File: config.mk
export PLATFORM = sky130hd
export DESIGN_NAME = deser_fifo_param_flat
export DESIGN_NICKNAME = d
export VERILOG_FILES = /design/src/rtl/deser_pkg.sv /design/src/rtl/deser_fifo_param_if.sv /design/src/rtl/deser_queue.sv /design/src/rtl/deser_fifo_param.sv /design/src/flat_wrapper.sv
export SDC_FILE = /design/constraint.sdc
export NUM_CORES = 1
export LEC_CHECK = 0
export BUFFER_PORTS_ARGS = -buffer_cell sky130_fd_sc_hd__buf_2
export CAP_MARGIN = 15
export CORE_ASPECT_RATIO = 1.5
export CORE_UTILIZATION = 51
export CTS_CLUSTER_SIZE = 24
export DETAILED_ROUTE_END_ITERATION = 10
export PLACE_DENSITY = 0.69
export SYNTH_ARGS = -nofsm -noshare
export SYNTH_HDL_FRONTEND = slang
export SYNTH_SLANG_ARGS = --single-unit
export TNS_END_PERCENT = 100
File: constraint.sdc
create_clock -name clock_1M -period 3.69 [get_ports clock_1M]
set_input_delay 1.107 -clock clock_1M [delete_from_list [all_inputs] [get_ports clock_1M]]
set_output_delay 1.107 -clock clock_1M [all_outputs]
set_load 0.02 [all_outputs]
File: src/rtl/deser_pkg.sv
// Shared types and width helpers for the parametrised deserializer FIFO.
package deser_pkg;

   typedef enum logic [1:0] {
      COLLECT = 2'd0,
      PUSH    = 2'd1,
      STALL   = 2'd2
   } state_t;

   function automatic int ptr_w(input int depth);
      return (depth > 1) ? $clog2(depth) : 1;
   endfunction

   // One extra bit so a completely full queue (len == depth) is representable.
   function automatic int len_w(input int depth);
      return $clog2(depth) + 1;
   endfunction

endpackage

File: src/rtl/deser_fifo_param_if.sv
// Serial-in / word-out bus of the deserializer FIFO; master drives the serial
// side and pop requests, slave (the design) returns the queue view.
interface deser_fifo_param_if #(
   parameter int WIDTH = 8,
   parameter int DEPTH = 8
);
   logic                                 data_in;
   logic                                 write_in;
   logic                                 deq_in;
   logic [WIDTH-1:0]                     data_out;
   logic [deser_pkg::len_w(DEPTH)-1:0]   len_out;
   logic                                 status_out;
   logic                                 full_out;
   logic                                 empty_out;
   logic                                 overflow_out;

   modport master (
      output data_in, write_in, deq_in,
      input  data_out, len_out, status_out, full_out, empty_out, overflow_out
   );

   modport slave (
      input  data_in, write_in, deq_in,
      output data_out, len_out, status_out, full_out, empty_out, overflow_out
   );
endinterface

File: src/rtl/deser_queue.sv
// Circular first-word-fall-through queue; push is accepted when not full or
// when a pop frees the head slot in the same cycle.
module deser_queue
   import deser_pkg::*;
#(
   parameter int WIDTH = 8,
   parameter int DEPTH = 8
) (
   input  logic                      i_clk,
   input  logic                      i_rst,
   input  logic                      i_push,
   input  logic                      i_pop,
   input  logic [WIDTH-1:0]          i_wdata,
   output logic                      o_push_ack,
   output logic [WIDTH-1:0]          o_rdata,
   output logic [len_w(DEPTH)-1:0]   o_len,
   output logic                      o_full,
   output logic                      o_empty
);
   localparam int PTR_W = ptr_w(DEPTH);
   localparam int LEN_W = len_w(DEPTH);

   logic [WIDTH-1:0] r_mem [DEPTH];
   logic [PTR_W-1:0] r_rd_ptr;
   logic [PTR_W-1:0] r_wr_ptr;
   logic [LEN_W-1:0] r_len;
   logic             w_do_pop;
   logic             w_do_push;

   assign o_full     = (r_len == LEN_W'(DEPTH));
   assign o_empty    = (r_len == '0);
   assign w_do_pop   = i_pop & ~o_empty;
   assign w_do_push  = i_push & (~o_full | w_do_pop);
   assign o_push_ack = w_do_push;
   assign o_len      = r_len;
   assign o_rdata    = o_empty ? '0 : r_mem[r_rd_ptr];

   always_ff @(posedge i_clk) begin
      if (w_do_push) begin
         r_mem[r_wr_ptr] <= i_wdata;
      end
   end

   // Pointers wrap naturally because DEPTH is a power of two.
   always_ff @(posedge i_clk) begin
      if (i_rst) begin
         r_rd_ptr <= '0;
         r_wr_ptr <= '0;
         r_len    <= '0;
      end else begin
         if (w_do_push) r_wr_ptr <= r_wr_ptr + 1'b1;
         if (w_do_pop)  r_rd_ptr <= r_rd_ptr + 1'b1;
         case ({w_do_push, w_do_pop})
            2'b10:   r_len <= r_len + 1'b1;
            2'b01:   r_len <= r_len - 1'b1;
            default: r_len <= r_len;
         endcase
      end
   end

endmodule

File: src/rtl/deser_fifo_param.sv
// Serial-to-parallel deserializer feeding a FWFT queue, with stall and sticky overflow.
// Build option: define DESER_DEQ_EDGE_EN to pop only on the rising edge of deq_in.
//
// state   | meaning
// COLLECT | shifting serial bits in, status_out=1
// PUSH    | one-cycle attempt to write the completed word
// STALL   | queue full, retrying write every cycle, serial bits ignored
module deser_fifo_param
   import deser_pkg::*;
#(
   parameter int WIDTH     = 8,
   parameter int DEPTH     = 8,
   parameter bit MSB_FIRST = 1'b1
) (
   input  logic               clock_1M,
   input  logic               reset,
   deser_fifo_param_if.slave  bus
);
   localparam int CNT_W = $clog2(WIDTH + 1);
   localparam logic [CNT_W-1:0] LAST_BIT = CNT_W'(WIDTH - 1);

   state_t           r_state;
   state_t           w_state_nxt;
   logic [CNT_W-1:0] r_bit_cnt;
   logic [WIDTH-1:0] r_shift;
   logic [WIDTH-1:0] w_shift_nxt;
   logic             r_overflow;
   logic             w_push;
   logic             w_push_ack;
   logic             w_pop;
   logic             w_status;

   generate
      if (MSB_FIRST) begin : g_msb
         assign w_shift_nxt = {r_shift[WIDTH-2:0], bus.data_in};
      end else begin : g_lsb
         assign w_shift_nxt = {bus.data_in, r_shift[WIDTH-1:1]};
      end
   endgenerate

`ifdef DESER_DEQ_EDGE_EN
   logic r_deq_q;

   always_ff @(posedge clock_1M) begin
      if (reset) r_deq_q <= 1'b0;
      else       r_deq_q <= bus.deq_in;
   end

   assign w_pop = bus.deq_in & ~r_deq_q;
`else
   assign w_pop = bus.deq_in;
`endif

   always_comb begin
      w_state_nxt = r_state;
      w_push      = 1'b0;
      w_status    = 1'b0;
      unique case (r_state)
         COLLECT: begin
            w_status = 1'b1;
            if (bus.write_in && (r_bit_cnt == LAST_BIT)) w_state_nxt = PUSH;
         end
         PUSH: begin
            w_push      = 1'b1;
            w_state_nxt = w_push_ack ? COLLECT : STALL;
         end
         STALL: begin
            w_push = 1'b1;
            if (w_push_ack) w_state_nxt = COLLECT;
         end
         default: w_state_nxt = COLLECT;
      endcase
   end

   always_ff @(posedge clock_1M) begin
      if (reset) begin
         r_state    <= COLLECT;
         r_bit_cnt  <= '0;
         r_shift    <= '0;
         r_overflow <= 1'b0;
      end else begin
         r_state <= w_state_nxt;
         if ((r_state == COLLECT) && bus.write_in) begin
            r_shift   <= w_shift_nxt;
            r_bit_cnt <= r_bit_cnt + 1'b1;
         end else if (w_push && w_push_ack) begin
            r_bit_cnt <= '0;
         end
         if ((r_state == STALL) && bus.write_in) r_overflow <= 1'b1;
      end
   end

   deser_queue #(
      .WIDTH (WIDTH),
      .DEPTH (DEPTH)
   ) u_queue (
      .i_clk      (clock_1M),
      .i_rst      (reset),
      .i_push     (w_push),
      .i_pop      (w_pop),
      .i_wdata    (r_shift),
      .o_push_ack (w_push_ack),
      .o_rdata    (bus.data_out),
      .o_len      (bus.len_out),
      .o_full     (bus.full_out),
      .o_empty    (bus.empty_out)
   );

   assign bus.status_out   = w_status;
   assign bus.overflow_out = r_overflow;

endmodule

File: src/flat_wrapper.sv
// flat-port wrapper written by rule: the top's interface ports become plain ports
module deser_fifo_param_flat import deser_pkg::*;
#(
   parameter int WIDTH     = 8,
   parameter int DEPTH     = 8,
   parameter bit MSB_FIRST = 1'b1
)
  (clock_1M, reset, bus_data_in, bus_write_in, bus_deq_in, bus_data_out, bus_len_out, bus_status_out, bus_full_out, bus_empty_out, bus_overflow_out);
  deser_fifo_param_if #(.WIDTH(WIDTH), .DEPTH(DEPTH)) bus_i ();
  input  logic clock_1M;
  input  logic reset;
  input wire logic [$bits(bus_i.data_in)-1:0] bus_data_in;
  input wire logic [$bits(bus_i.write_in)-1:0] bus_write_in;
  input wire logic [$bits(bus_i.deq_in)-1:0] bus_deq_in;
  output wire logic [$bits(bus_i.data_out)-1:0] bus_data_out;
  output wire logic [$bits(bus_i.len_out)-1:0] bus_len_out;
  output wire logic [$bits(bus_i.status_out)-1:0] bus_status_out;
  output wire logic [$bits(bus_i.full_out)-1:0] bus_full_out;
  output wire logic [$bits(bus_i.empty_out)-1:0] bus_empty_out;
  output wire logic [$bits(bus_i.overflow_out)-1:0] bus_overflow_out;
  assign bus_i.data_in = bus_data_in;
  assign bus_i.write_in = bus_write_in;
  assign bus_i.deq_in = bus_deq_in;
  assign bus_data_out = bus_i.data_out;
  assign bus_len_out = bus_i.len_out;
  assign bus_status_out = bus_i.status_out;
  assign bus_full_out = bus_i.full_out;
  assign bus_empty_out = bus_i.empty_out;
  assign bus_overflow_out = bus_i.overflow_out;
  deser_fifo_param #(.WIDTH(WIDTH), .DEPTH(DEPTH), .MSB_FIRST(MSB_FIRST)) u_core (.clock_1M(clock_1M), .reset(reset), .bus(bus_i));
endmodule
==> results.yml <==
clocking:
  cts_tree: "built"
  h-tree-depth: 3
  cts_buffer_depth: 2
  cts_resized: 0
  clkSinkCount: 92
  cts_buffers: 9
  cts_hold_buf: 0
  path_clk_slew_ns: 0.08
  postCtsSetupBuffers: 0
  clockRootBuffer: "clkbuf_8"
  clkLatencyLatePin_ns: 0.35
critical_path:
  cp-end-kind: "output pin"
  worstSetupStartpointType: "flop"
  worstSetupPathType: "reg -> out"
  arrival_ns: 1.93
  required_ns: 2.58
  timing.critical_path.fanout_max: 16
synth:
  async_reset_ff_frac: 0
  yosys_warnings: 0
  synth.avg_cell_area_um2: 15.0
  synth_ff_type: "edfxtp_1"
  synth_cells: 251
  syn-cell-area_mm2: 0.00376
  ys_ff_latch: 92
  synth.distinct_cells: 39
  syn_nets: 265
  synth_edf_count: 64
  seq_area_frac_synth: 0.660
grt:
  grt_first_pass_wirelength_um: 10100
  grt_usage: 0.181
  antenna_found_initial: 0
  grt_max_degree: 29
  grt_pass1_vias: 2043
  grt_overflow_total: 0
floorplanning:
  start_util: 0.524
  fp-row-count: 38
  dieArea_mm2: 0.00772
  die-height_um: 107
  core_area_mm2: 0.00718
  ios: 21
  fp.dieW_um: 72.1
power_and_ir_drop:
  combPwrFrac: 0.194
  swShare: 0.276
  p_clk_frac: 0.274
  sequentialPowerShare: 0.532
  ir_drop_uv: 360
  p_switching_uw: 607
  leakagePower_uw: 0.00159
  intPower_uw: 1590
  power_density_mw_per_mm2: 525
sta:
  setup_tns_ns: 0
  min_period_over_period: 0.824
  hold_viol_final: 0
  setup_ws_ns: 0.648
  grt_setup_unrepaired: "false"
  slew_viol_final: 0
  relSlewSlack: 0.482
  finalSetupViolCount: 0
  min_period_ns: 3.04
  worst_pin_slew_ns: 0.775
  fin_skew_ns: 0.00450
  fmax_ghz: 0.329
placement:
  place.gp.congestion: 0.725
  post-dp-hpwl_um: 4180
  dpl_worst_slack_ns: 0.673
  portBuffers: 20
drt:
  vias_per_cell: 5.35
  wl_met3_um: 223
  top_layer_used: "met4"
  wl_um: 6310
  drc: 0
  post_drt_wl_per_cell_um: 16.4
  wl_met1_um: 2680
  dr_wl_met2_um: 3280
  postRouteAntennaNets: 0
  dr.pass1.iters: 4
  vias: 2065
  drtIter0Drc: 170
cells_and_area:
  mostFrequentLayoutCells: "64 x edfxtp_1, 28 x dfxtp_1, 24 x nor2_1"
  nFillCells: 566
  syn_to_final_growth_pct: 11.6
  final_common_cell: "edfxtp_1"
  regArea_mm2: 0.00248
  num-nets-final: 295
  antennaDiodeCount: 0
  drive_gt1_frac: 0.255
  multiInputGateArea_mm2: 0.00121
hold_path:
  hp-class: "reg -> reg"
job:
  drv_cap: 0
run_status:
  status: "finished, final reports clean"
[routing by layer]
metal / GRT usage / vias up
li1: - / 1001
met1: 0.206 / 1005
met2: 0.319 / 48
met3: 0.0329 / 11
met4: 0.0896 / 0
met5: 0 / -
[cell families (layout without fill, tap and decap cells)]
| logic type | after synthesis | after routing | share of synthesized area |
|---|---|---|---|
| buffers and inverters | 15 | 50 | 0.0180 |
| flip-flops | 92 | 92 | 0.660 |
| XOR/XNOR | 7 | 7 | 0.0163 |
| AND/OR/NAND/NOR | 71 | 71 | 0.0965 |
| AO/OA/AOI/OAI | 29 | 29 | 0.0506 |
| adder cells (fa/ha/maj) | 9 | 9 | 0.0300 |
| multiplexers | 28 | 28 | 0.128 |
[path summary, 6_finish.rpt]
path | slack [ns] | depth (start not counted) | end | start
worst max-delay path | 0.65 | 5 | bus_data_out[5] | flop
worst min-delay path | 0.49 | 2 | u_core.bus.overflow_out | u_core.bus.overflow_out
worst max register to register | 1.20 | 6 | u_core.u_queue.o_len[3] | u_core.u_queue.o_len[0]
worst min register to register | 0.49 | 2 | u_core.bus.overflow_out | u_core.bus.overflow_out
[worst max-delay path, cell delays in order (launching register included)]
cell and delay [ns]:
dfxtp_1 0.31, buf_4 0.31, mux4_2 0.56, mux2i_1 0.18, nor2_1 0.06, buf_2 0.15
[layout make-up]
cell class,instances,area share
inverters,3,0.00268
flip-flops and latches,92,0.592
repair buffers,31,0.0435
clock inverters,4,0.00567
well taps,100,0.0298
clock buffers,12,0.0370
multi-input cells,144,0.290
[synthesized netlist by cell type, types with 2 or more instances]
| master | instances | area [um^2] |
|---|---|---|
| or3_1 | 2 | 12.5 |
| nand2b_1 | 4 | 25.0 |
| dfxtp_1 | 28 | 561 |
| buf_2 | 3 | 15.0 |
| inv_1 | 3 | 11.3 |
| mux2i_1 | 11 | 110 |
| edfxtp_1 | 64 | 1920 |
| nand2_1 | 20 | 75.1 |
| nor4_1 | 2 | 12.5 |
| nor2_1 | 24 | 90.1 |
| o211ai_1 | 2 | 15.0 |
| nor3_1 | 5 | 25.0 |
| ha_1 | 9 | 113 |
| a21oi_2 | 2 | 17.5 |
| xor2_1 | 6 | 52.6 |
| nor2b_1 | 5 | 31.3 |
| clkbuf_1 | 7 | 26.3 |
| o21ai_0 | 3 | 15.0 |
| a21oi_1 | 16 | 80.1 |
| mux4_2 | 16 | 360 |
[power by group through the flow]
stage          registers (uW)  clock network (uW)  logic (uW)
4_1_cts                  1170                 618         435
3_3_place_gp             1190                   0         427
2_1_floorplan            1190                   0         321
3_5_place_dp             1200                   0         434
6_report                 1170                 604         426
5_1_grt                  1180                 652         468
[flip-flops by register name, indices dropped and copies added (netlist names), named ones only]
name and cells:
u_core.bus.overflow_out 1, u_core.r_bit_cnt 4, u_core.r_shift 8, u_core.r_state 2
u_core.u_queue.o_len 4, u_core.u_queue.r_mem 64, u_core.u_queue.r_rd_ptr 3, u_core.u_queue.r_wr_ptr 3
[stage by stage]
stage	instance area [um^2]	instances	utilization	hold WS [ns]	power (uW)
2_1_floorplan	3760	251	-	0.458	1510
3_3_place_gp	4020	370	0.559	0.453	1620
3_5_place_dp	4020	370	0.559	0.461	1630
4_1_cts	4200	386	0.584	0.482	2220
5_1_grt	4200	386	0.584	0.514	2300
6_report	4200	386	0.584	0.486	2200
Power figures use the tool's default switching activity.
